--- src/rtl/rvb_full_arbiter.sv ---
// Two-requester front end for a shared bitmanip core.
// Requests are arbitrated onto the core's input channel. A tag FIFO records
// which requester owns each in-flight operation, so in-order core results
// can be routed back to the right requester. Both directions are
// combinational pass-through, so neither path adds latency.
module rvb_full_arbiter #(
  parameter int XLEN  = 64,
  parameter int DEPTH = 4
) (
  input  logic            clock,
  input  logic            resetn,
  input  logic            a_din_valid,
  output logic            a_din_ready,
  input  logic [XLEN-1:0] a_din_rs1,
  input  logic [XLEN-1:0] a_din_rs2,
  input  logic [XLEN-1:0] a_din_rs3,
  input  logic [31:0]     a_din_insn,
  output logic            a_dout_valid,
  input  logic            a_dout_ready,
  output logic [XLEN-1:0] a_dout_rd,
  input  logic            b_din_valid,
  output logic            b_din_ready,
  input  logic [XLEN-1:0] b_din_rs1,
  input  logic [XLEN-1:0] b_din_rs2,
  input  logic [XLEN-1:0] b_din_rs3,
  input  logic [31:0]     b_din_insn,
  output logic            b_dout_valid,
  input  logic            b_dout_ready,
  output logic [XLEN-1:0] b_dout_rd,
  output logic            core_din_valid,
  input  logic            core_din_ready,
  output logic [XLEN-1:0] core_din_rs1,
  output logic [XLEN-1:0] core_din_rs2,
  output logic [XLEN-1:0] core_din_rs3,
  output logic [31:0]     core_din_insn,
  input  logic            core_dout_valid,
  output logic            core_dout_ready,
  input  logic [XLEN-1:0] core_dout_rd,
  output logic            err
);

  localparam int PW = (DEPTH > 1) ? $clog2(DEPTH) : 1;
  localparam int CW = $clog2(DEPTH + 1);

  // Requester IDs: 0 = A, 1 = B.
  logic [CW-1:0] count;
  logic [PW-1:0] wptr;
  logic [PW-1:0] rptr;
  logic          locked;
  logic          lock_sel;
  logic          prio;
  logic          err_q;
  logic          tags [DEPTH];

  logic sel;
  logic sel_valid;
  logic full;
  logic nonempty;
  logic head;
  logic head_ready;
  logic push;
  logic pop;

  // Selection: a held (locked) grant wins, then a lone requester, then the priority pointer.
  always_comb begin
    sel = prio;
    if (locked)
      sel = lock_sel;
    else if (a_din_valid && !b_din_valid)
      sel = 1'b0;
    else if (b_din_valid && !a_din_valid)
      sel = 1'b1;
  end

  assign full      = (count == CW'(DEPTH));
  assign nonempty  = (count != '0);
  assign sel_valid = sel ? b_din_valid : a_din_valid;

  // Issue path: every output is forced low while reset is held.
  assign core_din_valid = resetn & sel_valid & ~full;
  assign core_din_rs1   = !resetn ? '0 : (sel ? b_din_rs1  : a_din_rs1);
  assign core_din_rs2   = !resetn ? '0 : (sel ? b_din_rs2  : a_din_rs2);
  assign core_din_rs3   = !resetn ? '0 : (sel ? b_din_rs3  : a_din_rs3);
  assign core_din_insn  = !resetn ? '0 : (sel ? b_din_insn : a_din_insn);
  assign a_din_ready    = resetn & ~sel & core_din_ready & ~full;
  assign b_din_ready    = resetn &  sel & core_din_ready & ~full;
  assign push           = core_din_valid & core_din_ready;

  // Return path: the head tag decides which requester sees the core result.
  assign head            = tags[rptr];
  assign head_ready      = head ? b_dout_ready : a_dout_ready;
  assign core_dout_ready = resetn & nonempty & head_ready;
  assign a_dout_valid    = resetn & nonempty & ~head & core_dout_valid;
  assign b_dout_valid    = resetn & nonempty &  head & core_dout_valid;
  assign a_dout_rd       = resetn ? core_dout_rd : '0;
  assign b_dout_rd       = resetn ? core_dout_rd : '0;
  assign pop             = core_dout_valid & core_dout_ready;
  assign err             = err_q;

  // Control state: occupancy, FIFO pointers, grant lock, priority and sticky error.
  always_ff @(posedge clock or negedge resetn) begin
    if (!resetn) begin
      count    <= '0;
      wptr     <= '0;
      rptr     <= '0;
      locked   <= 1'b0;
      lock_sel <= 1'b0;
      prio     <= 1'b0;
      err_q    <= 1'b0;
    end else begin
      if (push) begin
        wptr   <= wptr + 1'b1;
        prio   <= ~sel;
        locked <= 1'b0;
      end else if (core_din_valid) begin
        locked   <= 1'b1;
        lock_sel <= sel;
      end
      if (pop)
        rptr <= rptr + 1'b1;
      case ({push, pop})
        2'b10:   count <= count + 1'b1;
        2'b01:   count <= count - 1'b1;
        default: count <= count;
      endcase
      if (core_dout_valid && !nonempty)
        err_q <= 1'b1;
    end
  end

  // Tag storage holds only data, so it needs no reset; the pointers define validity.
  always_ff @(posedge clock) begin
    if (push)
      tags[wptr] <= sel;
  end

endmodule

--- config.mk ---
export PLATFORM = sky130hd
export DESIGN_NAME = rvb_full_arbiter
export DESIGN_NICKNAME = d
export VERILOG_FILES = /design/src/rtl/rvb_full_arbiter.sv
export SDC_FILE = /design/constraint.sdc
export NUM_CORES = 1
export LEC_CHECK = 0
export ABC_AREA = 0
export BUFFER_PORTS_ARGS = -buffer_cell sky130_fd_sc_hd__buf_2
export CORE_AREA = 4 4 344 346
export DETAILED_ROUTE_END_ITERATION = 10
export DIE_AREA = 0 0 348 350
export HOLD_SLACK_MARGIN = 0.1
export PLACE_DENSITY = 0.3
export SLEW_MARGIN = 20
export SYNTH_ARGS = -nofsm -noshare
export SYNTH_HDL_FRONTEND = slang
export SYNTH_SLANG_ARGS = --single-unit
--- constraint.sdc ---
create_clock -name clock -period 2.7 [get_ports clock]
set_input_delay 0.405 -clock clock [delete_from_list [all_inputs] [get_ports clock]]
set_output_delay 0.405 -clock clock [all_outputs]
set_load 0.1 [all_outputs]
==> metrics.cfg, run 1 <==
[clocking]
worst_skew_pair.late_latency_ns = 0.24
clockRootBuffer = clkbuf_16
h-tree-depth = 1
cts_sinks = 15
clock_path_buffers = 2
cts_tree = yes
path_clk_slew_ns = 0.05
cts_buffers = 3

[power]
p_comb_share_pct = 96.6
p_sw_share_pct = 66.04
finalPower_mw = 20.95
p_switching_mw = 13.83
ir_worst_vdd_v = 0.0005523
cellLeakagePower_nw = 6.795
p_int_mw = 7.114
p_seq_share_pct = 2.0
clockPowerShare_pct = 1.4
powerDensity_mw_per_mm2 = 1426

[floorplan]
io_pins = 879
start_util_pct = 3.535
die_y_um = 350
rows = 125
coreArea_mm2 = 0.1154
dieWidth_um = 348
die_area_mm2 = 0.1218

[finish]
syn_to_final_growth_pct = 260.0
nNetsFinal = 1825
final_cell_mix = buf_2, buf_12, a22o_1
layout_commonest_cell = buf_2
drive_gt1_share_pct = 77.58

[route]
vias = 7715
drt-initial-drc-count = 309
ant_nets = 0
drc_errors = 0
drt_pass1_iterations = 4
via_per_inst = 2.729
wirelength_um = 69840
post_drt_wl_per_cell_um = 24.70

[yosys]
yosysWarningCount = 0
syn_area_mm2 = 0.004080
ys_ff_latch = 15
yosysSeqAreaShare_pct = 9.690
syn_inst = 488
syn-num-nets = 1014
synth_cell_type_count = 30
syn_area_per_cell_um2 = 8.361

[critical_path]
cp_common_cell = buf_12
setup.worst_path.start = a_din_valid
crit_path_top_delay_cell = a211o_1
crit_fanout = 33
start_kind = input port
path_class = input port to output port
end_kind = output port
critical_path_arrival_ns = 2.22
max_stage_delay_ns = 0.32
cp.required_ns = 2.30
worstPathCellList = buf_2 -> nand2b_1 -> a211o_1 -> and3_4 -> buf_12 -> buf_4 -> a22o_2 -> buf_12
r2r_start = rptr[1]$_DFFE_PN0P_

[timing]
fin_skew_ns = 0.002187
period_minus_slack_ns = 2.628
hold_slack_ns = 0.1679
setup_violations = 0
hold_viol_final = 0
fmax_mhz = 380.6
grt_setup_unrepaired = true
timing.final.crit_share_pct = 97.32
worst_pin_slew_ns = 0.5301
slew_headroom_pct = 64.90
final_max_slew_viol_count = 0

[placed_design]
place.gp.congestion = 0.8081
dp_hpwl_um = 63850
port_buffers = 878

[global_route]
grt_pass1_wl_um = 84010
overflow = 0
grt_pass1_vias = 7899
grt_max_degree = 72
grt_antenna_before_repair = 34
grt_use_total_pct = 10.33

[job]
cap_violations = 0

[min_path]
min_path_type = input port to async pin

[outcome]
status = finished clean

[kinds of logic after synthesis]
logic type / count (synthesis) / share of synthesized area, %
AND/OR/NAND/NOR: 90 / 13.12
multiplexers: 11 / 2.760
AO/OA/AOI/OAI: 231 / 49.46
XOR/XNOR: 5 / 1.073
buffers and inverters: 130 / 21.86
flip-flops: 15 / 9.690
adder cells (fa/ha/maj): 6 / 2.024
[power by group through the flow]
| stage | sequential [mW] | clock [mW] | combinational, mW |
|---|---|---|---|
| finish | 0.421 | 0.288 | 20.2 |
| global route | 0.436 | 0.310 | 20.8 |
| CTS | 0.426 | 0.297 | 20.4 |
| detailed placement | 0.428 | 0 | 19.9 |
| global placement | 0.431 | 0 | 19.9 |
| floorplan | 0.448 | 0 | 11.6 |
[worst max-delay path, delay by kind of cell]
kind / cells / cell delay (ns)
buffers and inverters: 4 / 0.72
AO/OA/AOI/OAI: 2 / 0.63
AND/OR/NAND/NOR: 2 / 0.38
[cell usage after synthesis, drive strengths merged]
master	n	share of area, %
a22o	224	48
buf	108	20
and2	65	10
clkbuf	14	1.3
dfrtp	11	6.7
mux2i	9	2.2
inv	8	0.74
and3	7	1.1
nor2	7	0.64
ha	5	1.5
edfxtp	4	2.9
nand2	4	0.37
nor2b	3	0.46
xor2	3	0.64
mux2	2	0.55
o21ai	2	0.25
xnor2	2	0.43
a211o	1	0.21
a21boi	1	0.18
a221oi	1	0.37
fa	1	0.49
nand2b	1	0.15
nand3	1	0.12
nor3b	1	0.18
o21bai	1	0.18
o31ai	1	0.18
or3	1	0.15
[registers in the layout, indices dropped and copies added (netlist names)]
name / cells
count: 3
locked: 1
err: 1
rptr: 2
prio: 1
tags: 4
wptr: 2
lock_sel: 1
[through the flow]
stage	instance area [um2]	std cells	TNS, ns	setup slack, ns	util [%]
after floorplan	4113	488	-0.08384	-0.05164	-
after global placement	13960	2810	-6.664	-0.2237	12.10
after detailed placement	13960	2810	-5.498	-0.2213	12.10
after CTS	14470	2817	-0.2005	-0.03846	12.54
after global routing	14680	2823	-0.03949	-0.01901	12.72
final	14690	2827	0	0.07238	12.73
[area by class of cell]
class | instances | area, um2
tap | 1524 | 1907
clock buffer | 4 | 78.83
antenna | 5 | 12.51
sequential | 15 | 395.4
multi-input combinational | 343 | 3237
inverter | 8 | 30.03
fill | 13236 | 100700
timing repair buffer | 928 | 9030
[path summary, 6_finish.rpt]
check	endpoint	slack [ns]	cells after the start
worst min-delay path	err$_DFFE_PN0P_	0.17	2
worst min register to register	err$_DFFE_PN0P_	0.50	1
max in group asynchronous	prio$_DFFE_PN0P_	2.39	2
worst max register to register	count[2]$_DFFE_PN0P_	0.32	10
min in group clock	err$_DFFE_PN0P_	0.42	3
worst max-delay path	core_din_rs3[20]	0.07	8
[what timing repair did]
item,4_1_cts,5_1_grt
buffers inserted,2,1
pin swaps,1,1
hold buffers,0,0
cloned,1,4
endpoints found under the setup margin,107,189
gates resized for setup,81,16
endpoints found under the hold margin,0,0
[routing by layer]
metal	global-route usage (%)	up-vias	part of all wire, %	wire [um]
li1	-	3466	-	-
met3	3.883	63	9.1	6351
met4	0.7076	30	0.70	488
met5	0	-	0.30	207
met2	17.39	507	47	32980
met1	13.10	3649	43	29810
Note: power is estimated with default switching activity, not from simulation.
==> inputs of run 2 (changes only) <==
BUFFER_PORTS_ARGS = -buffer_cell sky130_fd_sc_hd__buf_4   (was -buffer_cell sky130_fd_sc_hd__buf_2)
==> run 2 against run 1 <==
Power shrank 11%. Sequential power is essentially flat. Sequential cell count is the same. Critical endpoint is now core_din_rs1[38]. Final cell count shrank 0.42%.
==> metrics.cfg, run 2 (synthesis gave the netlist of run 1 again) <==
[outcome]
status = finished clean

[timing]
grt_setup_unrepaired = true
setup_violations = 0  ; unchanged
worst_pin_slew_ns = 0.4398  ; -0.09028 ns
setup-tns-final_ns = 0  ; unchanged
final_max_slew_viol_count = 0  ; unchanged
fmax_mhz = 378.5  ; -0.54%
period_minus_slack_ns = 2.642  ; +0.01439 ns
hold_viol_final = 0  ; unchanged
slew_headroom_pct = 70.68  ; +5.8 points
setup_ws_ns = 0.05800  ; -0.01439 ns
fin_skew_ns = 0.001588  ; -0.0005997 ns
hold_slack_ns = 0.1421  ; -0.02587 ns
timing.final.crit_share_pct = 97.85  ; +0.53 points

[floorplan]
die_area_mm2 = 0.1218  ; unchanged
die_y_um = 350  ; unchanged
dieWidth_um = 348  ; unchanged
start_util_pct = 3.535  ; unchanged
io_pins = 879  ; unchanged
coreArea_mm2 = 0.1154  ; unchanged
rows = 125  ; unchanged

[critical_path]
cp_common_cell = buf_4
cp.required_ns = 2.30  ; about the same
worstPathCellList = buf_4 -> nand2b_1 -> a211o_1 -> a21boi_4 -> buf_12 -> buf_4 -> buf_4 -> a22o_1 -> buf_12
crit_path_top_delay_cell = a211o_1
path_class = input port to output port
end_kind = output port
max_stage_delay_ns = 0.36  ; +0.04 ns
critical_path_arrival_ns = 2.24  ; +0.02 ns
crit_fanout = 13  ; -61%
start_kind = input port

[clocking]
worst_skew_pair.late_latency_ns = 0.25  ; about the same
cts_sinks = 15  ; unchanged
h-tree-depth = 1  ; unchanged
path_clk_slew_ns = 0.05  ; about the same
clock_path_buffers = 2  ; unchanged
clockRootBuffer = clkbuf_16
cts_buffers = 3  ; unchanged
cts_tree = yes

[global_route]
grt_pass1_vias = 8365  ; +5.9%
grt_use_total_pct = 10.49  ; +0.16 points
grt_pass1_wl_um = 85270  ; +1.5%
grt_antenna_before_repair = 18  ; -47%
grt_max_degree = 65  ; -9.7%
overflow = 0  ; unchanged

[finish]
fin_cells = 2815  ; -0.42%
final_cell_mix = buf_4, a22o_1, buf_12
drive_gt1_share_pct = 74.65  ; -2.9 points
top_regs = tags: 4 flops, count: 3 flops
top_register = tags
finalInstanceArea_mm2 = 0.01387  ; -5.6%
largest_reg_flops = 4  ; unchanged
nNetsFinal = 1813  ; -0.66%
syn_to_final_growth_pct = 239.9
fin_util_pct = 12.02  ; -0.71 points
layout_commonest_cell = buf_4
fillers = 13282  ; +0.35%

[route]
vias = 7646  ; -0.89%
drt-initial-drc-count = 338  ; +9.4%
ant_nets = 0  ; unchanged
via_per_inst = 2.716  ; -0.47%
wirelength_um = 69230  ; -0.87%
drc_errors = 0  ; unchanged
post_drt_wl_per_cell_um = 24.59  ; -0.45%
drt_pass1_iterations = 4  ; unchanged

[power]
p_comb_share_pct = 96.2  ; -0.4 points
clockPowerShare_pct = 1.6  ; +0.2 points
powerDensity_mw_per_mm2 = 1347  ; -5.5%
cellLeakagePower_nw = 6.486  ; -4.5%
finalPower_mw = 18.68  ; -11%
p_seq_share_pct = 2.2  ; +0.2 points
ir_worst_vdd_v = 0.0005514  ; -0.18%
p_switching_mw = 13.19  ; -4.7%
p_sw_share_pct = 70.59  ; +4.5 points
p_int_mw = 5.494  ; -23%

[placed_design]
dp_slack_ns = -0.09719  ; +0.1241 ns
port_buffers = 878  ; unchanged
place_area_mm2 = 0.01329  ; -4.8%
dp_cells = 2802  ; -0.28%
dp_hpwl_um = 65100  ; +2.0%
place.gp.congestion = 0.8846  ; +9.5%

[job]
cap_violations = 0  ; unchanged

[min_path]
min_path_type = input port to async pin

-- run 2: cell count changes in the layout (fill, tap and decap cells not counted), moves of 4 or more --
cell    before  now
buf_8        1   18
buf_4       24  751
a22o_2      24   20
a22o_4      42   11
buf_2      612    0
buf_12     274  103
a22o_1     158  193
buf_6       11   42
-- run 2: cell type report --
class                      count  area [um2]  area share [%]
clock buffer                   3       75.07          0.5413
tap                         1524        1907           13.75
inverter                       8       30.03          0.2165
clock inverter                 1       7.507         0.05413
timing repair buffer         916        8481           61.15
multi-input combinational    343        2960           21.35
sequential                    15       395.4           2.851
antenna                        5       12.51         0.09022
-- run 2: power by group through the flow --
| stage | clock, mW | combinational [mW] | sequential, mW |
|---|---|---|---|
| after detailed placement | 0 | 17.8 | 0.426 |
| after floorplan | 0 | 11.6 | 0.448 |
| after CTS | 0.304 | 17.9 | 0.421 |
| final | 0.295 | 18.0 | 0.419 |
| after global placement | 0 | 17.7 | 0.421 |
| after global routing | 0.319 | 18.6 | 0.434 |
-- run 2: per-layer routing --
layer | vias up | global-route usage, % | part of all wire, %
li1 | 3433 | - | -
met1 | 3653 | 12.07 | 39
met2 | 514 | 18.46 | 49
met3 | 34 | 5.009 | 11
met4 | 12 | 0.6480 | 0.50
met5 | - | 0 | 0.12
-- run 2: what timing repair did --
action,CTS,global route
hold endpoints to repair,8,0
resized for setup,30,86
setup buffers,3,0
endpoints found under the setup margin,44,78
hold buffers,1,0
cloned,0,0
-- run 2: worst paths after layout --
path                       cells past startpoint                    to  slack, ns                 from
min reg2reg                                    1       err$_DFFE_PN0P_       0.49      err$_DFFE_PN0P_
max                                            9      core_din_rs1[38]       0.06          a_din_valid
max in group asynchronous                      2  lock_sel$_DFFE_PN0P_       1.74               resetn
min in group clock                             3       err$_DFFE_PN0P_       0.42      core_dout_valid
min                                            2       err$_DFFE_PN0P_       0.14               resetn
max reg2reg                                   10  count[2]$_DFFE_PN0P_       0.34  rptr[1]$_DFFE_PN0P_
-- run 2: critical path, delay by kind of cell --
kind	cells	cell delay [ns]
buffers and inverters	5	0.84
AND/OR/NAND/NOR	1	0.14
AO/OA/AOI/OAI	3	0.78
